## config.mk

```make
export PLATFORM = sky130hd
export DESIGN_NAME = mem_stage_lsu
export DESIGN_NICKNAME = d
export VERILOG_FILES = /design/src/rtl/lsu_pkg.sv /design/src/rtl/mem_stage_lsu_load_format.sv /design/src/rtl/mem_stage_lsu.sv
export SDC_FILE = /design/constraint.sdc
export NUM_CORES = 1
export LEC_CHECK = 0
export CELL_PAD_IN_SITES_DETAIL_PLACEMENT = 0
export CELL_PAD_IN_SITES_GLOBAL_PLACEMENT = 1
export CORE_MARGIN = 1
export CORE_UTILIZATION = 36
export DETAILED_ROUTE_END_ITERATION = 12
export PLACE_DENSITY = 0.84
export SYNTH_ARGS = -nofsm -noshare
export SYNTH_HDL_FRONTEND = slang
export SYNTH_SLANG_ARGS = --single-unit
```

## constraint.sdc

```tcl
create_clock -name clk -period 8.13 [get_ports clk]
set_input_delay 1.2195 -clock clk [delete_from_list [all_inputs] [get_ports clk]]
set_output_delay 1.2195 -clock clk [all_outputs]
set_load 0.01 [all_outputs]
```

## src/rtl/lsu_pkg.sv

```systemverilog
// Shared encodings and store-formatting helpers for the memory-stage load/store unit.
package lsu_pkg;

  localparam logic [2:0] LOAD_LB   = 3'b000;
  localparam logic [2:0] LOAD_LH   = 3'b001;
  localparam logic [2:0] LOAD_LW   = 3'b010;
  localparam logic [2:0] LOAD_LBU  = 3'b100;
  localparam logic [2:0] LOAD_LHU  = 3'b101;
  localparam logic [2:0] LOAD_NONE = 3'b111;

  localparam logic [1:0] STORE_SB   = 2'b00;
  localparam logic [1:0] STORE_SH   = 2'b01;
  localparam logic [1:0] STORE_SW   = 2'b10;
  localparam logic [1:0] STORE_NONE = 2'b11;

  typedef enum logic [1:0] {
    IDLE = 2'b00,
    REQ  = 2'b01,
    DONE = 2'b10
  } lsu_state_e;

  // Halfword enables follow addr[1] only, so an odd halfword offset lands on its aligned lane.
  function automatic logic [3:0] store_be(input logic [1:0] store_type, input logic [1:0] off);
    logic [3:0] be;
    case (store_type)
      STORE_SB: be = 4'b0001 << off;
      STORE_SH: be = off[1] ? 4'b1100 : 4'b0011;
      STORE_SW: be = 4'b1111;
      default:  be = 4'b0000;
    endcase
    return be;
  endfunction

  function automatic logic [31:0] store_wdata(input logic [1:0] store_type, input logic [31:0] rs2);
    logic [31:0] wdata;
    case (store_type)
      STORE_SB: wdata = {4{rs2[7:0]}};
      STORE_SH: wdata = {2{rs2[15:0]}};
      STORE_SW: wdata = rs2;
      default:  wdata = 32'h0000_0000;
    endcase
    return wdata;
  endfunction

endpackage

```

## src/rtl/mem_stage_lsu_load_format.sv

```systemverilog
// Selects the byte/halfword lane of a bus read word and sign- or zero-extends it.
module lsu_load_format
  import lsu_pkg::*;
(
  input  logic [31:0] rdata_i,
  input  logic [1:0]  off_i,
  input  logic [2:0]  load_type_i,
  output logic [31:0] data_o
);

  logic [7:0]  byte_s;
  logic [15:0] half_s;

  always_comb begin
    case (off_i)
      2'b00:   byte_s = rdata_i[7:0];
      2'b01:   byte_s = rdata_i[15:8];
      2'b10:   byte_s = rdata_i[23:16];
      2'b11:   byte_s = rdata_i[31:24];
      default: byte_s = 8'h00;
    endcase
    half_s = off_i[1] ? rdata_i[31:16] : rdata_i[15:0];
  end

  always_comb begin
    case (load_type_i)
      LOAD_LB:  data_o = {{24{byte_s[7]}}, byte_s};
      LOAD_LH:  data_o = {{16{half_s[15]}}, half_s};
      LOAD_LW:  data_o = rdata_i;
      LOAD_LBU: data_o = {24'h00_0000, byte_s};
      LOAD_LHU: data_o = {16'h0000, half_s};
      default:  data_o = 32'h0000_0000;
    endcase
  end

endmodule

```

## src/rtl/mem_stage_lsu.sv

```systemverilog
// Memory-stage load/store unit: EX/MEM controls -> req/ack data-bus transaction.
// Optional misaligned-access trap enabled by defining LSU_MISALIGN_CHECK_EN.
module mem_stage_lsu
  import lsu_pkg::*;
#(
  parameter int unsigned TIMEOUT_CYCLES = 16
) (
  input  logic        clk,
  input  logic        rst,
  input  logic [31:0] mem_result,
  input  logic [31:0] mem_op2_selected,
  input  logic        mem_memory_write,
  input  logic [2:0]  mem_memory_load_type,
  input  logic [1:0]  mem_memory_store_type,
  input  logic        mem_wb_load,
  output logic        mem_stall,
  output logic [31:0] load_data,
  output logic        bus_error,
  output logic        misalign,
  output logic        dbus_req,
  output logic        dbus_we,
  output logic [31:0] dbus_addr,
  output logic [31:0] dbus_wdata,
  output logic [3:0]  dbus_be,
  input  logic        dbus_ack,
  input  logic [31:0] dbus_rdata
);

  localparam int unsigned CNT_W = (TIMEOUT_CYCLES > 1) ? $clog2(TIMEOUT_CYCLES) : 1;
  localparam logic [CNT_W-1:0] CNT_LAST = CNT_W'(TIMEOUT_CYCLES - 1);

  lsu_state_e       state_q, state_d;
  logic             req_q, req_d;
  logic             we_q, we_d;
  logic [31:0]      addr_q, addr_d;
  logic [31:0]      wdata_q, wdata_d;
  logic [3:0]       be_q, be_d;
  logic [CNT_W-1:0] cnt_q, cnt_d;
  logic [31:0]      load_data_q, load_data_d;
  logic             bus_error_q, bus_error_d;
  logic             misalign_q, misalign_d;
  logic [2:0]       ld_type_q, ld_type_d;
  logic [1:0]       off_q, off_d;

  logic        is_store_s;
  logic        is_load_s;
  logic        access_s;
  logic        misalign_s;
  logic [31:0] fmt_s;

  assign is_store_s = mem_memory_write & (mem_memory_store_type != STORE_NONE);
  assign is_load_s  = mem_wb_load & (mem_memory_load_type != LOAD_NONE);
  assign access_s   = is_store_s | is_load_s;

`ifdef LSU_MISALIGN_CHECK_EN
  always_comb begin
    misalign_s = 1'b0;
    if (is_store_s) begin
      case (mem_memory_store_type)
        STORE_SH: misalign_s = mem_result[0];
        STORE_SW: misalign_s = (mem_result[1:0] != 2'b00);
        default:  misalign_s = 1'b0;
      endcase
    end else if (is_load_s) begin
      case (mem_memory_load_type)
        LOAD_LH, LOAD_LHU: misalign_s = mem_result[0];
        LOAD_LW:           misalign_s = (mem_result[1:0] != 2'b00);
        default:           misalign_s = 1'b0;
      endcase
    end else begin
      misalign_s = 1'b0;
    end
  end
`else
  assign misalign_s = 1'b0;
`endif

  lsu_load_format u_load_format (
    .rdata_i     (dbus_rdata),
    .off_i       (off_q),
    .load_type_i (ld_type_q),
    .data_o      (fmt_s)
  );

  // Stall is combinational so the hazard unit freezes the pipe in the very cycle an access appears.
  assign mem_stall = ~rst & (((state_q == IDLE) & access_s) | (state_q == REQ));

  always_comb begin
    state_d     = state_q;
    req_d       = req_q;
    we_d        = we_q;
    addr_d      = addr_q;
    wdata_d     = wdata_q;
    be_d        = be_q;
    cnt_d       = cnt_q;
    load_data_d = load_data_q;
    bus_error_d = 1'b0;
    misalign_d  = 1'b0;
    ld_type_d   = ld_type_q;
    off_d       = off_q;
    case (state_q)
      IDLE: begin
        if (access_s && misalign_s) begin
          state_d     = DONE;
          misalign_d  = 1'b1;
          load_data_d = 32'h0000_0000;
        end else if (access_s) begin
          state_d   = REQ;
          req_d     = 1'b1;
          we_d      = is_store_s;
          addr_d    = {mem_result[31:2], 2'b00};
          wdata_d   = is_store_s ? store_wdata(mem_memory_store_type, mem_op2_selected) : 32'h0000_0000;
          be_d      = is_store_s ? store_be(mem_memory_store_type, mem_result[1:0]) : 4'b0000;
          cnt_d     = '0;
          ld_type_d = is_store_s ? LOAD_NONE : mem_memory_load_type;
          off_d     = mem_result[1:0];
        end else begin
          state_d = IDLE;
        end
      end
      REQ: begin
        // An ack arriving on the timeout cycle still completes the access normally.
        if (dbus_ack) begin
          state_d = DONE;
          req_d   = 1'b0;
          if (!we_q) begin
            load_data_d = fmt_s;
          end else begin
            load_data_d = load_data_q;
          end
        end else if (cnt_q == CNT_LAST) begin
          state_d     = DONE;
          req_d       = 1'b0;
          bus_error_d = 1'b1;
          load_data_d = 32'h0000_0000;
        end else begin
          cnt_d = cnt_q + {{(CNT_W-1){1'b0}}, 1'b1};
        end
      end
      DONE: begin
        state_d = IDLE;
      end
      default: begin
        state_d = IDLE;
        req_d   = 1'b0;
      end
    endcase
  end

  always_ff @(posedge clk or posedge rst) begin
    if (rst) begin
      state_q     <= IDLE;
      req_q       <= 1'b0;
      we_q        <= 1'b0;
      addr_q      <= 32'h0000_0000;
      wdata_q     <= 32'h0000_0000;
      be_q        <= 4'b0000;
      cnt_q       <= '0;
      load_data_q <= 32'h0000_0000;
      bus_error_q <= 1'b0;
      misalign_q  <= 1'b0;
      ld_type_q   <= LOAD_NONE;
      off_q       <= 2'b00;
    end else begin
      state_q     <= state_d;
      req_q       <= req_d;
      we_q        <= we_d;
      addr_q      <= addr_d;
      wdata_q     <= wdata_d;
      be_q        <= be_d;
      cnt_q       <= cnt_d;
      load_data_q <= load_data_d;
      bus_error_q <= bus_error_d;
      misalign_q  <= misalign_d;
      ld_type_q   <= ld_type_d;
      off_q       <= off_d;
    end
  end

  assign dbus_req   = req_q;
  assign dbus_we    = we_q;
  assign dbus_addr  = addr_q;
  assign dbus_wdata = wdata_q;
  assign dbus_be    = be_q;
  assign load_data  = load_data_q;
  assign bus_error  = bus_error_q;
  assign misalign   = misalign_q;

endmodule

```

==> flow_summary.ini, run 1 <==
[cells_and_area]
area_growth_pct = 45.2
fin_nets = 753
layout_commonest_cell = clkdlybuf4s50_1
insertedDiodeCount = 0
final_cell_mix = clkdlybuf4s50_1, dfrtp_1, nand2_1
fin_area_mm2 = 0.00765
nFillCells = 1239
fin_cells = 831
drive_above_1_share = 0.0860

[synthesis]
yosysWarnings = 0
synth-main-ff-cell = dfrtp_1
synth.top_cell.area_share = 0.518
yosysSeqAreaShare = 0.533
ys_top_cells_by_area = dfrtp_1, nand2_1, mux2i_1
synth_largest_area_cell = dfrtp_1
synthAdderAreaFrac = 0.00238
ys_async_sr_fraction = 1.00
syn_area_mm2 = 0.00527
synth_compound_area_frac = 0.171
yosys.area_share.simple = 0.122
ys_types = 51
avgSynthCellArea_um2 = 11.5
syn_inst = 457
muxShareOfSynthArea = 0.124
ys_ff_latch = 112
synth_edf_count = 0
synth_xor_area_frac = 0.00333
synth_top_family_by_area = compound AO/OA/AOI/OAI gates

[setup_path]
rrSetupSlack_ns = 5.51
critPathMaxStageDelay_ns = 0.73
worstPathRequired_ns = 6.91
cp_top_family = buffers and inverters
critical_path_class = in -> out
r2r_end = dbus_addr[9]$_DFFE_PP0N_
cp_num_buf_inv = 2
reg2reg_depth = 4
path_max_fanout = 13
rr_startpoint = state_q[1]$_DFFE_PP0P_
critical_path.startpoint_type = input pin
cp_common_cell = clkdlybuf4s50_1
critPathCaptureType = output pin
crit_slowest_cell = clkdlybuf4s50_1
crit_chain = clkdlybuf4s50_1, a21boi_2, a211oi_1, nor3_1, clkdlybuf4s50_1
worstPathArrival_ns = 3.30

[place]
routabilityCongestion = 0.819
placed_area_mm2 = 0.00738
port_buffers = 207
dp_slack_ns = 3.62
placed_cells = 815
hpwl_um = 11300

[min_path]
hold_path_depth = 2
worstHoldStart = dbus_wdata[16]$_DFFE_PP0N_
min_to = dbus_wdata[16]$_DFFE_PP0N_
min_path_type = reg -> reg

[global_routing]
antenna_found_initial = 0
grt_pass1_vias = 4431
grt_pass1_wl_um = 23700
grt_use_total = 0.208
grt_overflow = 0
grt_max_degree = 77

[power]
p_leak_nw = 3.28
powerDensity_mw_per_mm2 = 360
ir_drop_mv = 0.165

[status]
status = finished clean

[die]
die_y_um = 123
coreArea_mm2 = 0.0141
io_pins = 211
dieArea_mm2 = 0.0151
initial_utilization = 0.374
die_w_um = 123
num_rows = 43

[cts]
cts_buffers = 9
clk_pin_slew_ns = 0.07
ctsResizeCount = 0
cts_max_level = 3
clockBufferDepth = 2
clk_latency_ns = 0.35
cts_tree = done
cts_sinks = 112
root_buffer = clkbuf_16
postCtsSetupBuffers = 0
postCtsHoldBufs = 0

[routing]
drtPass1Iterations = 4
vias = 4353
drt_iter0_drc = 216
met1Wirelength_um = 6440
wl_met3_um = 1410
wl_met2_um = 7260
routedWlPerCell_um = 18.5
ant_nets = 0
drc = 0
routed.top_layer = met4
via_per_inst = 5.24
wirelength_um = 15400

[sta]
finalClockSkew_ns = 0.00908
grt_setup_unrepaired = false
tns_ns = 0
finalCritPeriodShare = 0.556
worst_pin_slew_ns = 1.01
finalHoldViolCount = 0
finalMaxSlewViolations = 0
timing.fmax_ghz = 0.221
slew_headroom = 0.326
whs_ns = 0.473
period_needed_ns = 4.52
setup_viol = 0
worst_slack_ns = 3.61

[job]
drv_cap = 0
-- per-layer routing --
| metal | GRT usage | vias up |
|---|---|---|
| li1 | - | 2023 |
| met1 | 0.264 | 2123 |
| met2 | 0.338 | 188 |
| met3 | 0.0586 | 19 |
| met4 | 0.0770 | 0 |
| met5 | 0 | - |
-- area by class of cell --
cell class	instances	area [µm²]	share of cell area
sequential	112	2810	0.367
multi-input combinational	311	2240	0.293
timing repair buffer	210	2090	0.274
clock buffer	12	246	0.0322
tap	180	225	0.0294
clock inverter	4	27.5	0.00360
inverter	2	10.0	0.00131
-- metrics by stage --
step	util	power, mW
finish	0.543	2.75
detailed placement	0.523	2.35
global placement	0.523	2.32
floorplan	-	1.69
global route	0.543	2.94
CTS	0.543	2.79
-- how the worst max path moves through the flow --
stage,from,endpoint,slack (ns),cells after the start
after floorplan,rst,bus_error$_DFF_PP0_,3.96,1
final,mem_memory_store_type[0],mem_stall,3.61,5
after global placement,mem_memory_store_type[0],mem_stall,3.67,5
after detailed placement,mem_memory_store_type[0],mem_stall,3.62,5
after CTS,mem_memory_store_type[0],mem_stall,3.60,5
after global routing,mem_memory_store_type[0],mem_stall,3.45,5
-- synth_stat cells, types with 2 or more instances --
cell type and number:
buf_6 7, buf_4 7, buf_2 12, nor2b_1 5, inv_1 2, dfstp_2 3
clkbuf_1 8, a21o_1 5, nand2_1 70, a22o_1 20, mux2_2 17, mux2_4 2
a2bb2oi_1 7, and2_1 5, a22oi_1 11, o31ai_1 5, o31ai_2 2, nor2_1 27
nand3_1 6, nor3b_2 2, o21ai_0 18, nor3_1 2, a221o_1 18, a22oi_2 2
nand2b_1 3, and3_1 3, mux2_1 16, o211ai_1 7, mux2i_1 25, a21oi_1 10
dfrtp_1 109, xnor2_1 2
-- state kept, by name, summed over array words and instances, names as in the netlist --
name,flops
dbus_wdata,32
load_data,32
dbus_addr,30
cnt_q,4
dbus_be,4
ld_type_q,3
off_q,2
state_q,2
bus_error,1
dbus_req,1
dbus_we,1
-- worst min-delay path: stages (launching register included) --
cell and delay, ns:
dfrtp_1 0.35, nand2_1 0.05, nand2_1 0.05
-- where the power goes --
part / switching, mW / internal, mW / leakage (nW)
logic: 0.549 / 0.740 / 1.73
clock network: 0.203 / 0.218 / 0.137
registers: 0.219 / 0.822 / 1.42
-- cell families after synthesis --
| family | Yosys count |
|---|---|
| and+or+nand+nor | 134 |
| DFF | 112 |
| AOI/OAI and AO/OA | 111 |
| muxes | 60 |
| buffers and inverters | 36 |
| xor gates and xnor gates | 2 |
| adders and majority gates | 1 |
| other | 1 |
(Power assumes the default switching activity.)
==> run 2, diff against run 1 <==
--- a/config.mk
+++ b/config.mk
@@ -8,9 +8,9 @@
 export CELL_PAD_IN_SITES_DETAIL_PLACEMENT = 0
 export CELL_PAD_IN_SITES_GLOBAL_PLACEMENT = 1
 export CORE_MARGIN = 1
-export CORE_UTILIZATION = 36
+export CORE_UTILIZATION = 33
 export DETAILED_ROUTE_END_ITERATION = 12
-export PLACE_DENSITY = 0.84
+export PLACE_DENSITY = 0.77
 export SYNTH_ARGS = -nofsm -noshare
 export SYNTH_HDL_FRONTEND = slang
 export SYNTH_SLANG_ARGS = --single-unit
==> constraint.sdc (replaced) <==
create_clock -name clk -period 4.6 [get_ports clk]
set_input_delay 0.69 -clock clk [delete_from_list [all_inputs] [get_ports clk]]
set_output_delay 0.69 -clock clk [all_outputs]
set_load 0.01 [all_outputs]
==> run 2 against run 1 <==
  * Combinational power rose by 79%
  * Register-to-register slack got worse by 3.4 ns
  * Clock-buffer cell count fell by 2
  * Design area rose by 1.5%
  * Non-clock buffer count rose by 3
  * Die area rose by 8.9%
  * Largest cell class unchanged
  * Sequential share of layout area fell by 0.53 points
  * Cell count rose by 4.1%
  * First-iteration DRC count rose by 24%
  * Clock power rose by 98%
  * Sequential power rose by 77%
  * Largest power group unchanged
==> flow_summary.ini, run 2 (same netlist as run 1, synthesis figures left out) <==
[cts]
postCtsHoldBufs = 0
cts_tree = done
cts_max_level = 3
cts_buffers = 9
root_buffer = clkbuf_16
clk_latency_ns = 0.36
clk_pin_slew_ns = 0.07
cts_sinks = 112
postCtsSetupBuffers = 0
clockBufferDepth = 2
ctsResizeCount = 0

[power]
powerDensity_mw_per_mm2 = 642
seqPwrFrac = 0.369
switching_share = 0.354
p_leak_nw = 3.32
finalPower_mw = 4.98
p_sw_mw = 1.76
p_int_mw = 3.22
p_comb_frac = 0.464
pwr-share-clk = 0.167
ir_drop_mv = 0.280

[routing]
drc = 0
drtPass1Iterations = 4
drt_iter0_drc = 267
via_per_inst = 5.07
wirelength_um = 15700
ant_nets = 0
routedWlPerCell_um = 18.1
vias = 4385

[setup_path]
worstPathRequired_ns = 3.91
critical_path_class = in -> out
path_max_fanout = 13
critPathCaptureType = output pin
rrSetupSlack_ns = 2.11
rr_startpoint = off_q[1]$_DFFE_PP0N_
worstPathArrival_ns = 2.67
r2r_end = load_data[19]$_DFFE_PP0P_
critical_path.startpoint_type = input pin
reg2reg_depth = 4

[cells_and_area]
final_cell_mix = clkdlybuf4s50_1, dfrtp_1, nand2_1
fin_util = 0.505
layout_commonest_cell = clkdlybuf4s50_1
drive_above_1_share = 0.0933
area_growth_pct = 47.4
fin_nets = 756
insertedDiodeCount = 0

[die]
die_y_um = 128
dieArea_mm2 = 0.0165
io_pins = 211
num_rows = 45
die_w_um = 128
initial_utilization = 0.343
coreArea_mm2 = 0.0154

[min_path]
min_to = load_data[7]$_DFFE_PP0P_
worstHoldStart = load_data[7]$_DFFE_PP0P_
hold_path_depth = 1
min_path_type = reg -> reg

[sta]
slew_headroom = 0.276
finalClockSkew_ns = 0.00669
setup_viol = 0
period_needed_ns = 3.36
whs_ns = 0.481
grt_setup_unrepaired = false
finalMaxSlewViolations = 0
timing.fmax_ghz = 0.298
finalCritPeriodShare = 0.730
worst_pin_slew_ns = 1.08
worst_slack_ns = 1.24
tns_ns = 0
finalHoldViolCount = 0

[global_routing]
antenna_found_initial = 0
grt_pass1_wl_um = 24700
grt_pass1_vias = 4630
grt_use_total = 0.196
grt_max_degree = 70
grt_overflow = 0

[place]
hpwl_um = 11400
dp_slack_ns = 1.25
routabilityCongestion = 0.811
port_buffers = 207

[job]
drv_cap = 0

[status]
status = finished clean
## run 2: routing by layer
metal,track usage,wire [µm],vias to the layer above
met5,0,0,-
met4,0.0810,334,0
met2,0.316,7260,184
li1,-,-,2036
met3,0.0624,1380,23
met1,0.243,6690,2142
## run 2: worst max-delay path, cell delays in order
cell             delay, ns
clkdlybuf4s50_1       0.67
a21boi_2              0.48
a211oi_1              0.09
nor3_1                0.16
clkdlybuf4s50_1       0.57
## run 2: worst max path at each step
stage / start / to / slack [ns] / cells past startpoint
2_1_floorplan: rst / bus_error$_DFF_PP0_ / 0.96 / 1
3_3_place_gp: mem_memory_store_type[1] / mem_stall / 1.26 / 5
3_5_place_dp: mem_memory_store_type[1] / mem_stall / 1.25 / 5
4_1_cts: mem_memory_store_type[1] / mem_stall / 1.24 / 5
5_1_grt: mem_memory_store_type[1] / mem_stall / 1.06 / 5
6_report: mem_memory_store_type[1] / mem_stall / 1.24 / 5
## run 2: cell type report
cell class / instances / area [µm²]
fillers: 1396 / 7610
flip-flops and latches: 112 / 2810
multi-input cells: 311 / 2240
repair buffers: 213 / 2130
well taps: 211 / 264
clock buffers: 10 / 239
clock inverters: 6 / 73.8
inverters: 2 / 10.0
## run 2: metrics by stage
step	area (µm²)	std cells
6_report	7760	865
5_1_grt	7760	865
4_1_cts	7760	865
3_5_place_dp	7450	849
3_3_place_gp	7450	849
2_1_floorplan	5280	459
## run 2: power groups by stage
stage | Sequential, mW | Combinational (mW) | Clock [mW]
final | 1.84 | 2.31 | 0.832
after global routing | 1.91 | 2.50 | 0.890
after CTS | 1.84 | 2.34 | 0.853
after detailed placement | 1.85 | 2.33 | 0
after global placement | 1.83 | 2.29 | 0
after floorplan | 1.91 | 1.07 | 0
